===== src/rtl/vec_read_sequencer.sv =====
// Vector read sequencer: issues element reads, tracks the fixed-latency
// read-mux pipeline and streams results through a small output FIFO.
module vec_read_sequencer #(
  parameter int ADDR_W     = 10,
  parameter int FIFO_DEPTH = 4
) (
  input  logic              clk,
  input  logic              reset,
  input  logic              start,
  input  logic              sel_vec,
  input  logic [ADDR_W-1:0] base_addr,
  input  logic [ADDR_W:0]   len,
  input  logic              abort,
  output logic              mem_en,
  output logic [ADDR_W-1:0] mem_addr,
  output logic              rd_enable,
  output logic              rd_ctrl,
  input  logic [15:0]       rd_result,
  output logic [15:0]       out_data,
  output logic              out_valid,
  input  logic              out_ready,
  output logic              out_last,
  output logic              busy,
  output logic              done
);

  localparam int PW = $clog2(FIFO_DEPTH);
  localparam int CW = PW + 1;
  localparam logic [CW:0] DEPTH_L = (CW+1)'(FIFO_DEPTH);
  localparam logic [ADDR_W:0] L1 = (ADDR_W+1)'(1);

  typedef enum logic [1:0] {IDLE, ISSUE, DRAIN, DONE} state_t;

  state_t            state;
  logic              sel_q;
  logic [ADDR_W-1:0] base_q;
  logic [ADDR_W:0]   len_q;
  logic [ADDR_W:0]   issued;
  logic [ADDR_W:0]   popped;
  logic              pipe1;
  logic              pipe2;
  logic              ctrl_q;
  logic [15:0]       fifo_mem [FIFO_DEPTH];
  logic [PW-1:0]     wptr;
  logic [PW-1:0]     rptr;
  logic [CW-1:0]     count;
  logic [CW:0]       level;
  logic              kill;
  logic              issue;
  logic              push;
  logic              pop;
  logic              last_hs;

  // Buffered plus in-flight elements; issuing only below depth
  // guarantees every returning read finds a free slot.
  assign level = {1'b0, count} + (CW+1)'(pipe1) + (CW+1)'(pipe2);

  assign kill    = abort && (state == ISSUE || state == DRAIN);
  assign issue   = (state == ISSUE) && !kill && (level < DEPTH_L);
  assign push    = pipe2 && !kill;
  assign pop     = out_valid && out_ready && !kill;
  assign last_hs = pop && out_last;

  assign mem_en    = issue;
  assign mem_addr  = base_q + issued[ADDR_W-1:0];
  assign rd_enable = pipe1;
  assign rd_ctrl   = ctrl_q;
  assign out_valid = (count != '0);
  assign out_data  = out_valid ? fifo_mem[rptr] : '0;
  assign out_last  = out_valid && (popped == len_q - L1);
  assign busy      = (state != IDLE);
  assign done      = (state == DONE);

  always_ff @(posedge clk or negedge reset) begin
    if (!reset) begin
      state  <= IDLE;
      sel_q  <= 1'b0;
      base_q <= '0;
      len_q  <= '0;
      issued <= '0;
      popped <= '0;
    end else begin
      if (pop) popped <= popped + L1;
      unique case (state)
        IDLE: begin
          if (start) begin
            sel_q  <= sel_vec;
            base_q <= base_addr;
            len_q  <= len;
            issued <= '0;
            popped <= '0;
            state  <= (len != '0) ? ISSUE : DONE;
          end
        end
        ISSUE: begin
          if (kill) begin
            state <= IDLE;
          end else if (issue) begin
            issued <= issued + L1;
            if (issued == len_q - L1) state <= DRAIN;
          end
        end
        DRAIN: begin
          if (kill) state <= IDLE;
          else if (last_hs) state <= DONE;
        end
        DONE: state <= IDLE;
        default: state <= IDLE;
      endcase
    end
  end

  always_ff @(posedge clk or negedge reset) begin
    if (!reset) begin
      pipe1  <= 1'b0;
      pipe2  <= 1'b0;
      ctrl_q <= 1'b0;
    end else begin
      pipe1  <= issue;
      pipe2  <= pipe1 && !kill;
      ctrl_q <= issue && sel_q;
    end
  end

  always_ff @(posedge clk or negedge reset) begin
    if (!reset) begin
      wptr  <= '0;
      rptr  <= '0;
      count <= '0;
    end else if (kill) begin
      wptr  <= '0;
      rptr  <= '0;
      count <= '0;
    end else begin
      if (push) wptr <= wptr + PW'(1);
      if (pop) rptr <= rptr + PW'(1);
      count <= count + CW'(push) - CW'(pop);
    end
  end

  always_ff @(posedge clk) begin
    if (push) fifo_mem[wptr] <= rd_result;
  end

endmodule


===== config.mk =====
export PLATFORM = sky130hd
export DESIGN_NAME = vec_read_sequencer
export DESIGN_NICKNAME = d
export VERILOG_FILES = /design/src/rtl/vec_read_sequencer.sv
export SDC_FILE = /design/constraint.sdc
export NUM_CORES = 1
export LEC_CHECK = 0
export BUFFER_PORTS_ARGS = -buffer_cell sky130_fd_sc_hd__buf_4
export CAP_MARGIN = 10
export CORE_UTILIZATION = 58
export DETAILED_ROUTE_END_ITERATION = 10
export PLACE_DENSITY = 0.77
export SYNTH_ARGS = -nofsm -noshare
export SYNTH_HDL_FRONTEND = slang
export SYNTH_SLANG_ARGS = --single-unit

===== constraint.sdc =====
create_clock -name clk -period 3.3 [get_ports clk]
set_clock_uncertainty 0.05 [all_clocks]
set_input_delay 0.33 -clock clk [delete_from_list [all_inputs] [get_ports clk]]
set_output_delay 0.33 -clock clk [all_outputs]
set_load 0.02 [all_outputs]

Word-level counts from Yosys, hierarchy flattened. Memory sizes are Yosys's and may differ from the RTL's. Index checks and enable logic that the tools add are counted.

Output and inout port bits: 33. Register bits: 56. Memories: 1. Bits in writable memories: 64. Memory bits (read-only): 0. Input port bits: 43. Word-level logic and storage cells: 80. Latch bits: 0.

Memory list: fifo_mem (depth 4, bits a word 16, rd ports 1, clocked after Yosys merged registers in 0, write ports 1, RTL line 43) `logic [15:0] fifo_mem [FIFO_DEPTH];`.

$lt $le $gt $ge: 1. Div/mod/pow operators: 0. Reductions and logical operators: 22. Add/sub/neg operators: 10. Mux-type cells: 23. Shift operators: 0. Bitwise operators: 0. Equality and inequality tests: 11. $mul: 0.

Operators with widths (number): $mux 11 (6); $add 11x1->11 const B (2); $eq 11x11->1 (2); $mux 2 (11); $pmux 11 s2 (1); $mux 16 (1); $reduce_bool 11->1 (1); $sub 11x1->11 const B (1); $add 10x10->10 (1); $logic_and 1x1->1 (10); $pmux 2 s4 (1); $reduce_and 4->1 (2); $reduce_bool 2->1 (4); $ne 2x2->1 const B (3); $ne 3x3->1 const B (2); $add 2x1->2 const B (2); $add 3x1->4 (1); $add 4x1->4 (1); $eq 2x2->1 const B (2); $lt 4x3->1 const B (1); $add 3x1->3 (1); $mux 3 (1); $ne 3x2->1 const B (1); $reduce_bool 3->1 (1); other kinds (7) (8).

Longest topological paths before layout. Gate-level depths: netlist of the first run.

Depth in word-level cells: 9. Gate-level depth with buffers: 11. Depth with buffers taken out: 11.

Least setup slack after synthesis of the first run. OpenSTA, ideal clock, no wires.

Kind: reg-to-reg. Start: register len_q[0]. End: register state[1]. Setup slack: -0.108 ns. Setup time: 0.079 ns. Arrival time: 3.278 ns. Buffers on the path: 1. Required time: 3.171 ns. Stages on the path, launching flop included: 12. Clock period less this slack: 3.408 ns. Path through: dfrtp_1 -> inv_1 -> ha_1 -> or3b_2 -> clkbuf_1 -> nor4b_2 -> xnor3_1 -> nand4_1 -> nor4_1 -> nand3_1 -> a21oi_2 -> mux2i_1.

Longest elaborated chain between the ends: 6. Elaborated cells between the ends (all ways): 8. Classes of those cells: add/sub: 1; eq/ne: 4; reduce/logical: 3.

RTL lines: from (decl) (RTL line 37) `logic [ADDR_W:0] len_q;`; from (signal assigned) (RTL line 89) `len_q <= len;`; $sub 11x1->11 (RTL line 70) `assign out_last = out_valid && (popped == len_q - L1);`; $eq 11x11->1 (RTL line 70); $logic_and 1x1->1 (RTL line 70); net out_last (RTL line 22) `output logic out_last,`; $logic_and 1x1->1 (RTL line 62) `assign last_hs = pop && out_last;`; $ne 3x3->1 (no source line); $reduce_and 4->1 (no source line); to (signal assigned) (RTL line 92) `state <= (len != '0) ? ISSUE : DONE;`; to (decl) (RTL line 34) `state_t state;`.

The timed path passes the listed nets, and every way through them passes these cells. A chain may end at the register's enable or synchronous reset.

Worst setup path in the final report of the first run.
Start: register len_q[2]. End: output out_last.

Longest elaborated chain between the ends: 3.

RTL lines (RTL line): $sub 11x1->11 (70); $eq 11x11->1 (70); $logic_and 1x1->1 (70); to (decl) (22).

No other way between the ends.

==> reports/metrics.cfg, run 1 <==
[die]
core_sq_mm = 0.0103
io_pins = 76
die-area_sq_mm = 0.0111
fp-row-count = 37
dieHeight_microns = 105
die_w_microns = 105
initial_core_util = 0.600

[timing]
setup_viol = 0
post-route-period-util = 0.963
hold_slack_ps = 177
period_minus_slack_ps = 3180
hold_viol = 0
tightest_slew_ps = 864
max_freq_mhz = 315
setup_slack_ps = 123
slew_headroom = 0.424
drv_slew = 0

[drt]
wirelength_microns = 14100
wl_per_cell_microns = 17.7
drc = 0
drtAntennaViolNets = 0
via_per_inst = 5.67
vias = 4520
firstDrtPassIters = 4
first_iter_violations = 247

[critical_path]
critPathTopFamily = simple AND/OR/NAND/NOR gates
cp-start-kind = flop
crit_fanout = 12
cp_num_buf_inv = 1
path_cells = or4_2 > nor4_4 > xnor2_1 > nand4_1 > nor4_4 > buf_4
end_kind = output port
arrival_ps = 2800
crit_path_frequent_cell = nor4_4
regToRegSetupSlack_ps = 420
required_ps = 2920
crit_type = flop to output port
critPathSlowestCell = or4_2
cp_slowest_stage_delay_ps = 750

[pwr]
power_mw = 6.84
power.share.clock = 0.260
total_leakage_power_nw = 3.38
swShare = 0.380
power_frac_comb = 0.410
p_int_mw = 4.24
p_per_area_mw_per_mm2 = 868
max-vdd-ir-drop_uv = 447
p_seq_frac = 0.330
switchingPower_mw = 2.59

[logic_synthesis]
synth_edf_count = 64
synth_warnings = 0
synth_flop_cell = edfxtp_1
syn_avg_cell_area_sq_um = 11.5
netlist_area_sq_mm = 0.00620
synth_fa_ha_area_frac = 0.0565
synth_compound_area_frac = 0.0707
synth-async-reset-ratio = 0.467
synthXorXnorAreaFrac = 0.0725
ys_types = 58
synth_nets = 606
syn_inst = 537
synthSimpleGateAreaFrac = 0.167
muxShareOfSynthArea = 0.0664
ys_seq_area_frac = 0.536
synth_top_family_by_area = simple AND/OR/NAND/NOR gates
ys_ff_latch = 120

[placed_design]
place.gp.congestion = 0.892
dp_slack_ps = 234
dp_hpwl_microns = 8920
port_buffers = 75

[clock_tree]
cts_tree = built
cts_buffers = 17
clock-root-buffer = clkbuf_8
clkSlewWorstSetupHoldPaths_ps = 60
ctsLongestPathBuffers = 2
h-tree-depth = 4
clk_latency_ps = 520
cts_sinks = 120

[finish]
multi_input_area_sq_mm = 0.00274
drive_gt1_frac = 0.218
register_area_sq_mm = 0.00333
fillers = 641
synthToLayoutAreaGrowth_pct = 27.1
antennaDiodeCount = 0
nNetsFinal = 717
post-route-util = 0.763

[global_routing]
grt_pass1_vias = 4690
grt_pass1_wl_microns = 23300
grt_max_degree = 57
gr-total-overflow = 0
grt.total_usage = 0.275
antenna_found_initial = 0

[run]
max_cap_viol_count = 0

[min_path]
min_path_type = input pin to flop

[status]
status = completed

==> logic make-up (layout without fill, tap and decap cells) <==
group / count (synthesis) / count (layout)
buffers and inverters: 49 / 173
AOI/OAI and AO/OA: 70 / 70
and+or+nand+nor: 205 / 205
DFF: 120 / 120
adders and majority gates: 27 / 27
xor gates and xnor gates: 45 / 45
muxes: 21 / 21
==> worst paths after layout <==
path | start | to | depth (start not counted)
hold / removal | out_ready | rptr[1] | 4
hold reg to reg | sel_q | sel_q | 2
setup reg to reg | pipe2 | issued[10] | 8
max in group asynchronous | reset | issued[0] | 2
min in group asynchronous | reset | base_q[7] | 2
setup / recovery | len_q[2] | out_last | 6
==> layer usage <==
metal,part of all wire,vias to the layer above,track usage
li1,-,2140,-
met1,0.41,2225,0.333
met2,0.53,130,0.493
met3,0.044,25,0.0569
met4,0.020,0,0.0845
met5,0,-,0
==> power by group through the flow <==
stage	Clock [mW]	Combinational (mW)	Sequential, mW
CTS	1.80	2.76	2.24
global route	1.86	3.07	2.30
finish	1.78	2.81	2.25
detailed placement	0	2.68	2.26
global placement	0	2.61	2.24
floorplan	0	2.02	2.05
==> what timing repair did <==
| item | in CTS | in global routing |
|---|---|---|
| buffers inserted | 0 | 0 |
| setup endpoints to repair | 1 | 4 |
| gates resized for setup | 4 | 13 |
| hold endpoints to repair | 142 | 0 |
| hold buffers | 39 | 0 |
| pin swaps | 1 | 1 |
==> through the flow <==
step	cell area [sq um]	TNS [ps]	instances
final	7880	0	797
after global routing	7880	-14.9	797
after CTS	7840	0	797
after detailed placement	6860	0	726
after global placement	6860	0	726
after floorplan	6200	0	537
==> sequential cells by signal, summed over array words and instances, names as in the netlist <==
register / count
state: 2
wptr: 2
rptr: 2
pipe2: 1
fifo_mem: 64
sel_q: 1
rd_ctrl: 1
base_q: 10
count: 3
len_q: 11
rd_enable: 1
issued: 11
popped: 11
==> cells in the final DEF (no fill, tap or decap), types with 5 or more instances in the layout <==
cell,count
ha_1,23
and2_1,22
xnor2_1,15
nor2b_1,7
nand4_1,9
edfxtp_1,64
nor2_1,35
inv_1,22
dlygate4sd3_1,39
mux4_2,16
and3_1,10
dfrtp_1,53
or3_1,9
clkbuf_16,16
clkinv_4,6
buf_4,79
nand2_1,73
xor2_1,26
nand3_1,13
a21oi_1,16
o21ai_0,23
nor3_1,5
==> final cells by class <==
| class | instances | area share |
|---|---|---|
| repair buffers | 118 | 0.125 |
| multi-input cells | 368 | 0.348 |
| inverters | 23 | 0.0110 |
| clock buffers | 18 | 0.0530 |
| well taps | 136 | 0.0216 |
| clock inverters | 14 | 0.0191 |
| flip-flops and latches | 120 | 0.422 |
==> worst reg2reg max path: stages (launching register included) <==
cell and delay (ps):
dfrtp_1 470, ha_1 340, a21oi_1 150, mux2_2 340, a21oi_1 340, o21a_1 290, nand3_1 230, or3_1 410
a21oi_1 170
==> synthesized netlist by cell type (5+ instances only) <==
cell	n	area, sq um
nor4_1	5	31.3
nor2b_1	7	43.8
nor2_1	36	135
xor2_1	26	228
o21ai_0	25	125
inv_1	23	86.3
clkbuf_1	23	86.3
and3_1	10	62.6
nand2_1	73	274
and2_1	22	138
a21oi_1	18	90.1
ha_1	24	300
nor3_1	5	25.0
nand4_1	9	56.3
nand3_1	13	65.1
xnor2_1	15	131
or3_1	9	56.3
edfxtp_1	64	1920
mux4_2	16	360
dfrtp_1	56	1400
Power figures use the tool's default switching activity.
==> run 2: changes to the inputs <==
--- a/config.mk
+++ b/config.mk
@@ -5,10 +5,11 @@
 export SDC_FILE = /design/constraint.sdc
 export NUM_CORES = 1
 export LEC_CHECK = 0
-export BUFFER_PORTS_ARGS = -buffer_cell sky130_fd_sc_hd__buf_4
+export BUFFER_PORTS_ARGS = -buffer_cell sky130_fd_sc_hd__buf_2
 export CAP_MARGIN = 10
 export CORE_UTILIZATION = 58
 export DETAILED_ROUTE_END_ITERATION = 10
+export GPL_TIMING_DRIVEN = 0
 export PLACE_DENSITY = 0.77
 export SYNTH_ARGS = -nofsm -noshare
 export SYNTH_HDL_FRONTEND = slang
==> reports/metrics.cfg, run 2 (synthesis gave the netlist of run 1 again) <==
[finish]
largest_reg_flops = 64
drive_gt1_frac = 0.220
fillers = 670
synthToLayoutAreaGrowth_pct = 26.4
stdcell_area_sq_mm = 0.00783
register_area_sq_mm = 0.00333
layout_commonest_cell = buf_2
nNetsFinal = 743
antennaDiodeCount = 0
multi_input_area_sq_mm = 0.00274
regMostFlops = fifo_mem
final_cell_mix = buf_2, nand2_1, edfxtp_1, dfrtp_1, dlygate4sd3_1

[die]
dieHeight_microns = 105
die_w_microns = 105
die-area_sq_mm = 0.0111
fp-row-count = 37
core_sq_mm = 0.0103
io_pins = 76
initial_core_util = 0.600

[min_path]
min_path_cells = 3
min_path_type = input pin to flop
hold_start = len[0]
min_to = len_q[0]

[drt]
vias = 4644
drtAntennaViolNets = 0
wirelength_microns = 14600
first_iter_violations = 331
via_per_inst = 5.64
drc = 0
firstDrtPassIters = 5
wl_per_cell_microns = 17.7

[critical_path]
cp_slowest_stage_delay_ps = 470
timing.rr.end = state[1]
arrival_ps = 2830
crit_path_start = len_q[0]
cp-start-kind = flop
required_ps = 2920
crit_type = flop to output port
path_cells = inv_4 > ha_4 > or3b_4 > nor4b_4 > xnor3_1 > nand4_1 > nor4_4 > buf_4
regToRegSetupSlack_ps = 320
r2r_cells = 9
end_kind = output port
crit_fanout = 7
reg2reg_from = len_q[0]
critPathSlowestCell = dfrtp_2

[status]
status = completed

[clock_tree]
clk_latency_ps = 520
clkSlewWorstSetupHoldPaths_ps = 60
clock-root-buffer = clkbuf_8
cts_tree = built
cts_buffers = 17
h-tree-depth = 4
ctsLongestPathBuffers = 2
cts_sinks = 120

[placed_design]
dp_hpwl_microns = 9550
port_buffers = 75
place.gp.congestion = 0.913
postPlaceCellArea_sq_mm = 0.00675

[pwr]
total_leakage_power_nw = 3.37
power_mw = 6.85
p_per_area_mw_per_mm2 = 875
max-vdd-ir-drop_uv = 438

[timing]
post-route-period-util = 0.973
period_minus_slack_ps = 3210
slew_headroom = 0.426
hold_viol = 0
tightest_slew_ps = 861
max_freq_mhz = 312
setup_tns_ps = 0
setup_viol = 0
drv_slew = 0

[global_routing]
gr-total-overflow = 0
grt_pass1_vias = 4651
grtUsageMet2 = 0.498
grt_max_degree = 57
grt_use_met1 = 0.347
use_met3 = 0.0600
grt_pass1_wl_microns = 23600
grt.total_usage = 0.283
top_usage_layer = met2
antenna_found_initial = 0

[run]
max_cap_viol_count = 0

[run 2: cell types whose count changed in the layout (fill, tap and decap cells not counted), moves of 3 or more]
cell,delta
clkinvlp_4,+3
clkbuf_1,+19
clkinv_4,-3
buf_2,+74
buf_4,-70
[run 2: worst max-delay path: cells and delay by family (launching register included)]
| kind | cells | cell delay, ps |
|---|---|---|
| and+or+nand+nor | 4 | 1170 |
| DFF | 1 | 470 |
| buffers and inverters | 2 | 310 |
| xor gates and xnor gates | 1 | 180 |
| adders and majority gates | 1 | 170 |
[run 2: what timing repair did]
| item | in CTS | in global routing |
|---|---|---|
| buffers inserted | 0 | 7 |
| endpoints found under the setup margin | 11 | 12 |
| hold endpoints to repair | 85 | 56 |
| hold buffers | 37 | 1 |
| resized for setup | 10 | 12 |
| pin swaps | 2 | 3 |
[run 2: worst max path at each step]
stage                  end  slack [ps]  depth (start not counted)
2_1_floorplan     state[1]         160                         11
3_3_place_gp      state[1]        -160                         11
3_5_place_dp      state[1]        -210                         11
4_1_cts        mem_addr[9]           3                         10
5_1_grt        mem_addr[8]         -20                         12
6_report          out_last          90                          8
[run 2: metal layers]
metal | wire (microns) | vias up | part of all wire
li1 | - | 2199 | -
met1 | 6080 | 2259 | 0.42
met2 | 7540 | 161 | 0.52
met3 | 735 | 25 | 0.050
met4 | 227 | 0 | 0.016
met5 | 0 | - | 0
[run 2: per-stage QoR]
stage	setup WS (ps)	std cells	hold WS [ps]	utilization
2_1_floorplan	158	537	-15.6	-
3_3_place_gp	-163	748	412	0.654
3_5_place_dp	-206	748	424	0.654
4_1_cts	3.19	816	4.95	0.751
5_1_grt	-18.1	823	23.0	0.759
6_report	90.2	823	14.1	0.759
[run 2: report_power, final]
part           switching, mW  internal, mW  leakage (nW)
combinational           1.67          1.20          1.79
clock                  0.695          1.15         0.282
sequential             0.255          1.87          1.30
total                   2.62          4.23          3.37
[run 2: area by class of cell]
type,count,area share
well taps,136,0.0217
repair buffers,120,0.104
multi-input cells,368,0.350
flip-flops and latches,120,0.425
plain buffers,24,0.0128
inverters,23,0.0113
clock inverters,15,0.0224
clock buffers,17,0.0529
==> run 3: changes to the inputs <==
--- a/config.mk
+++ b/config.mk
@@ -7,7 +7,9 @@
 export LEC_CHECK = 0
 export BUFFER_PORTS_ARGS = -buffer_cell sky130_fd_sc_hd__buf_2
 export CAP_MARGIN = 10
-export CORE_UTILIZATION = 58
+export CELL_PAD_IN_SITES_DETAIL_PLACEMENT = 1
+export CELL_PAD_IN_SITES_GLOBAL_PLACEMENT = 1
+export CORE_UTILIZATION = 47
 export DETAILED_ROUTE_END_ITERATION = 10
 export GPL_TIMING_DRIVEN = 0
 export PLACE_DENSITY = 0.77
==> reports/metrics.cfg, run 3 (synthesis gave the netlist of run 1 again) <==
[critical_path]
crit_type = flop to output port
cp_num_buf_inv = 2
cp_slowest_stage_delay_ps = 460
required_ps = 2920
end_kind = output port
critPathTopFamily = simple AND/OR/NAND/NOR gates
critPathSlowestCell = or3b_4
path_cells = inv_2 > ha_4 > or3b_4 > nor4b_4 > xnor3_1 > nand4_1 > nor4_4 > buf_4
r2r_cells = 8
crit_fanout = 7
timing.rr.end = issued[10]
cp-start-kind = flop
regToRegSetupSlack_ps = 200
arrival_ps = 2750
reg2reg_from = pipe2

[drt]
via_per_inst = 5.62
drtAntennaViolNets = 0
vias = 4616
drc = 0
first_iter_violations = 284
wl_per_cell_microns = 19.9
firstDrtPassIters = 6
wirelength_microns = 16300

[placed_design]
dp_hpwl_microns = 11400
place.gp.congestion = 0.897
port_buffers = 75
dp_slack_ps = -335

[die]
fp-row-count = 41
io_pins = 76
dieHeight_microns = 117
initial_core_util = 0.487
core_sq_mm = 0.0127
die_w_microns = 117
die-area_sq_mm = 0.0136

[finish]
final_cell_mix = buf_2, nand2_1, edfxtp_1, dfrtp_1, nor2_1
drive_gt1_frac = 0.220
fillers = 1377
multi_input_area_sq_mm = 0.00274
synthToLayoutAreaGrowth_pct = 21.3
register_area_sq_mm = 0.00333
layout_commonest_cell = buf_2
regMostFlops = fifo_mem
antennaDiodeCount = 0
post-route-util = 0.591
nNetsFinal = 705
largest_reg_flops = 64

[clock_tree]
ctsLongestPathBuffers = 2
cts_buffers = 17
cts_sinks = 120
clkSlewWorstSetupHoldPaths_ps = 60
clock-root-buffer = clkbuf_16
h-tree-depth = 4
clk_latency_ps = 420
cts_tree = built

[timing]
max_freq_mhz = 319
period_minus_slack_ps = 3130
hold_viol = 0
setup_viol = 0
post-route-period-util = 0.949
rsz0062_at_grt = false
tightest_slew_ps = 901
slew_headroom = 0.399
setup_slack_ps = 168
drv_slew = 0

[status]
status = completed

[min_path]
min_path_type = input pin to flop
min_path_cells = 3
hold_start = base_addr[3]
min_to = base_q[3]

[global_routing]
grt_max_degree = 37
antenna_found_initial = 0
grt_pass1_wl_microns = 25900
gr-total-overflow = 0
grt.total_usage = 0.261
grt_pass1_vias = 4915

[pwr]
power_mw = 6.96
total_leakage_power_nw = 3.22
max-vdd-ir-drop_uv = 471
p_per_area_mw_per_mm2 = 925

[run]
max_cap_viol_count = 0

## run 3: cell count changes in the layout (fill, tap and decap cells not counted), moves of 2 or more
cell | previous run | this run
buf_12 | 0 | 2
buf_4 | 9 | 4
clkinv_1 | 1 | 3
clkinv_2 | 3 | 0
dfrtp_1 | 52 | 54
dfrtp_2 | 4 | 2
dlygate4sd3_1 | 38 | 1
## run 3: worst max path at each step
stage	slack (ps)	startpoint	endpoint	cells past startpoint
finish	170	len_q[1]	out_last	8
global route	20	issued[1]	mem_addr[9]	10
CTS	1	len_q[0]	out_last	8
detailed placement	-340	len_q[0]	state[1]	11
global placement	-150	len_q[0]	state[1]	11
floorplan	160	len_q[0]	state[1]	11
## run 3: final cells by class
type,instances,area share
flip-flops and latches,120,0.442
multi-input cells,368,0.364
repair buffers,81,0.0599
clock buffers,17,0.0566
well taps,172,0.0286
clock inverters,15,0.0235
plain buffers,25,0.0138
inverters,23,0.0115
## run 3: worst min-delay path, stage by stage
cell,delay [ps]
buf_2,80
nand2_1,40
nand2_1,40
## run 3: layer usage
metal,vias up,routed length (microns),GRT usage
met5,-,0,0
met4,0,494,0.110
met3,39,611,0.0463
met2,121,8340,0.447
met1,2325,6900,0.328
li1,2131,-,-
## run 3: through the flow
stage,hold WS [ps],instance area (sq um),instances,setup TNS (ps)
floorplan,-15.6,6200,537,0
global placement,401,6790,784,-336
detailed placement,286,6810,785,-779
CTS,41.8,7460,818,0
global route,50.7,7520,821,0
finish,52.0,7520,821,0
## run 3: power breakdown
part	internal [mW]	total, mW	switching (mW)	leakage, nW
Sequential	1.87	2.10	0.230	1.31
Combinational	1.19	2.97	1.78	1.63
Clock	1.19	1.89	0.705	0.283
## run 3: timing repair
action | in CTS | in global routing
buffers inserted | 1 | 3
endpoints found under the setup margin | 11 | 4
pin swaps | 1 | 2
resized for setup | 7 | 10
endpoints found under the hold margin | 20 | 0
hold buffers | 1 | 0
